<file path="src/rtl/saturating_counter.sv">
// Up-counter that sticks at all-ones instead of wrapping.
module saturating_counter #(
  parameter int unsigned WIDTH = 16
) (
  input  logic             clk,
  input  logic             rst,
  input  logic             clear,
  input  logic             increment,
  output logic [WIDTH-1:0] count
);

  // Clear has priority; increment stops at the maximum value.
  always_ff @(posedge clk or posedge rst) begin
    if (rst) begin
      count <= '0;
    end else if (clear) begin
      count <= '0;
    end else if (increment && (count != '1)) begin
      count <= count + 1'b1;
    end
  end

endmodule

</file>
<file path="config.mk">
export PLATFORM = sky130hd
export DESIGN_NAME = saturating_counter
export DESIGN_NICKNAME = d
export VERILOG_FILES = /design/src/rtl/saturating_counter.sv
export SDC_FILE = /design/constraint.sdc
export NUM_CORES = 1
export LEC_CHECK = 0
export BUFFER_PORTS_ARGS = -buffer_cell sky130_fd_sc_hd__buf_2
export CAP_MARGIN = 30
export CORE_MARGIN = 2
export CORE_UTILIZATION = 47
export DETAILED_ROUTE_END_ITERATION = 12
export GPL_TIMING_DRIVEN = 0
export PLACE_DENSITY = 0.79
export REMOVE_ABC_BUFFERS = 1
export SLEW_MARGIN = 40
export SYNTH_ARGS = -nofsm -noshare
export SYNTH_HDL_FRONTEND = slang
export SYNTH_SLANG_ARGS = --single-unit
</file>
<file path="constraint.sdc">
create_clock -name clk -period 1.7 [get_ports clk]
set_clock_uncertainty 0.05 [all_clocks]
set_input_delay 0.17 -clock clk [delete_from_list [all_inputs] [get_ports clk]]
set_output_delay 0.17 -clock clk [all_outputs]
set_load 0.1 [all_outputs]
</file>
; Word-level counts from Yosys, hierarchy flattened
; Index checks and enable logic that the tools add are counted.
[word_totals]
output_inout_bits = 16
in_bits = 4
ff_bits = 16
[classes]
n_reduce_logical = 2
muxes = 2
addsub = 1
eq_ne = 1
[op_table]
columns = op, count
row1 = $mux W16, 2
row2 = $add A16 B1 Y16 const B, 1
row3 = $ne A16 B16 Y1 const B, 1
row4 = $reduce_bool A2 Y1, 1
row5 = $logic_and A1 B1 Y1, 1

; Depth between registers and ports, before layout
[logic_depth]
depth_word = 4
depth_mapped = 6
ltp_nobuf = 5

; Worst setup path before layout
; OpenSTA, ideal clock, no wires.
[synth_path]
path_kind = register -> register
start = reg count[1]
end = reg count[0]
setup_slack_ns = -0.839
arrival_ns = 2.364
n_path_buf = 1
stages_incl_launch_ff = 7
cell_sequence = dfrtp_1 -> ha_1 -> clkbuf_1 -> nand3_1 -> nor4_1 -> nor2b_1 -> mux2_2
[synth_via]
elab_chain_len = 3
[synth_lines]
columns = element, line_no
row1 = from (decl), 9  ; output logic [WIDTH-1:0] count
row2 = from (signal assigned), 19  ; count <= count + 1'b1;
row3 = $ne A16 B16 Y1, 18  ; end else if (increment && (count != '1)) begin
row4 = $logic_and A1 B1 Y1, 18
row5 = $reduce_bool A2 Y1 (no source line), -
; Every way passes these cells.
; A chain may end at the register's enable or synchronous reset.

; Worst setup path in the final report
[layout_path]
start = reg count[3]
end = reg count[14]
[layout_via]
elab_chain_len = 3
elab_cells_between_ends = 6
[layout_lines]
columns = element, line_no
row1 = $add A16 B1 Y16 / $ne A16 B16 Y1 (equally long branches), "19, 18"
row2 = $mux W16 / $logic_and A1 B1 Y1 (equally long branches), 18
row3 = $mux W16 / $reduce_bool A2 Y1 (equally long branches), -
; Several ways; a longest one is shown, not always the timed one. The select of a mux whose other input is x is not followed.

==> results.cfg <==
[placed_design]
gp_congestion = 0.7753
preCtsSetupSlack_ns = -0.3570
placedCellCount = 143
postPlaceCellArea_sq_mm = 0.001036
dp_hpwl_mm = 1.454
portBuffers = 19

[clock_tree]
cts_tree = yes
cts_sinks = 16
clock_path_buffers = 2
root_buffer = clkbuf_4
clkLatencyLatePin_ns = 0.29
cts_buffers = 3
htree_levels = 1
path_clk_slew_ns = 0.09

[global_routing]
grt_pass1_vias = 900
antenna_found_initial = 0
grt_start_max_net_pins = 20
grt_use_total = 0.2260
overflow = 0
grt_pass1_wl_mm = 4.140

[setup_path]
rrSetupSlack_ns = -0.19
r2r_start = count[3]
cp.arrival_ns = 2.06
slowest_stage = dfrtp_1
cp_max_fo = 4
cp_top_family = simple AND/OR/NAND/NOR gates
cp_slowest_stage_delay_ns = 0.42
path_class = reg -> reg
critical_path_buf_inv_count = 1
r2r_cells = 5
rr_endpoint = count[14]
startpoint = count[3]
critical_path.startpoint_type = flip-flop
required_ns = 1.87
cp_cell_sequence = nand4_1, buf_4, or3_2, or4_1, a21oi_1
cp-end-kind = flip-flop

[sta]
hold_viol_final = 0
worst_pin_slew_ns = 0.6087
rsz0062_at_grt = yes
fin_ws_ns = -0.1868
setup_violations = 11
finalCritPeriodShare = 1.110
period_needed_ns = 1.887
slew_headroom = 0.5937
max_freq_ghz = 0.5300
fin_tns_setup_ns = -1.068
slew_violations = 0

[drt]
wirelength_mm = 2.862
dr_total_vias = 1043
drt_iter0_drc = 57
viasPerCell = 6.099
ant_nets = 0
drc = 0
drtPass1Iterations = 4
routedWlPerCell_microns = 16.74

[power]
ir_drop_mv = 0.5069
p_leak_nw = 0.6389
power_density_mw_per_mm2 = 495.7

[floorplanning]
die_x_microns = 48.54
die_y_microns = 48.54
start_util = 0.4850
core.rowCount = 16
coreArea_sq_mm = 0.001922
fp.dieArea_sq_mm = 0.002356
pin_count = 20

[cells_and_area]
utilization = 0.7181
design_area_sq_mm = 0.001380
final_common_cell = buf_4
nets = 151
seq_area_sq_um = 411.6
n_fill_cell = 133
layout_common_cells = buf_4, buf_2, a21oi_1
instances_no_fill = 171
largest-register = count
area_delta_synth_final_pct = 48.05
largest_register_ffs = 16
multiInputGateArea_sq_um = 611.8
antenna_cells = 0
top_regs = count: 16 flops
layout-drive-gt1-share = 0.5417

[yosys]
yosys_warnings = 0
ys_types = 29
syn_avg_cell_area_sq_um = 9.229
ys_seq_area_frac = 0.4295
synth_area_sq_um = 932.1
synth_edf_count = 0
async_flop_share = 1.000
yosys_register_bits = 16
synth-main-ff-cell = dfrtp_1
synthCells = 101

[worst_hold_path]
hp-class = in -> reg
hold-path-endpoint = count[12]
hold_start = clear
whs_path_depth = 2

[job]
maxCapViolations = 0

[outcome]
status = finished with violations
failed_checks = setup timing
worst max path at each step:
stage,to,depth (start not counted),slack (ns)
floorplan,count[13],4,-0.80
global route,count[14],5,-0.23
detailed placement,count[0],5,-0.36
CTS,count[13],4,-0.13
finish,count[14],5,-0.19
global placement,count[0],5,-0.31
cell usage after synthesis, types with 2 or more instances:
cell type,number,area (sq um)
nand3_1,7,35.03
nand4_1,4,25.02
o41ai_1,2,17.52
nand2b_1,2,12.51
nor3_1,4,20.02
or3_1,6,37.54
mux2_2,2,22.52
o21ai_0,5,25.02
or4_1,6,45.04
nor2_1,3,11.26
nand2_1,6,22.52
o31ai_1,5,37.54
nor2b_1,3,18.77
a21oi_1,12,60.06
dfrtp_1,16,400.4
nor4_1,3,18.77
inv_1,3,11.26
timing repair:
item | in CTS | in global routing
endpoints found under the setup margin | 11 | 16
pin swaps | 9 | 9
buffers inserted | 11 | 13
gates resized for setup | 16 | 18
hold buffers | 1 | 0
hold endpoints to repair | 16 | 0
routing by layer:
layer / vias up / wire, microns / GRT usage / part of all wire
met2: 55 / 1495 / 0.3634 / 0.52
met3: 7 / 183 / 0.03704 / 0.064
met4: 0 / 59 / 0.1238 / 0.021
met5: - / 0 / 0 / 0
met1: 498 / 1124 / 0.2914 / 0.39
li1: 483 / - / - / -
metrics by stage:
| stage | hold WS [ns] | power [mW] |
|---|---|---|
| 5_1_grt | 0.2453 | 0.7179 |
| 6_report | 0.2310 | 0.6841 |
| 4_1_cts | 0.2221 | 0.6780 |
| 3_3_place_gp | 0.2200 | 0.4739 |
| 2_1_floorplan | 0.03374 | 0.4523 |
| 3_5_place_dp | 0.2178 | 0.4750 |
cell families (layout without fill, tap and decap cells):
kind of cell | after synthesis | in the layout | synth area share
AND/OR/NAND/NOR | 49 | 49 | 0.3262
AO/OA/AOI/OAI | 25 | 25 | 0.1571
flip-flops | 16 | 16 | 0.4295
buffers and inverters | 7 | 50 | 0.03892
multiplexers | 3 | 3 | 0.03490
adder cells (fa/ha/maj) | 1 | 1 | 0.01342
cell type report:
cell class / count / share of cell area
flip-flops and latches: 16 / 0.2983
inverters: 3 / 0.008160
clock buffers: 3 / 0.01632
multi-input cells: 78 / 0.4433
well taps: 27 / 0.02448
repair buffers: 44 / 0.2094
where the power goes:
group	switching [mW]	internal [mW]	total (mW)
registers	0.00915	0.386	0.395
logic	0.0648	0.0224	0.0872
clock network	0.120	0.0826	0.202
total	0.194	0.491	0.684
Power figures use the tool's default switching activity.
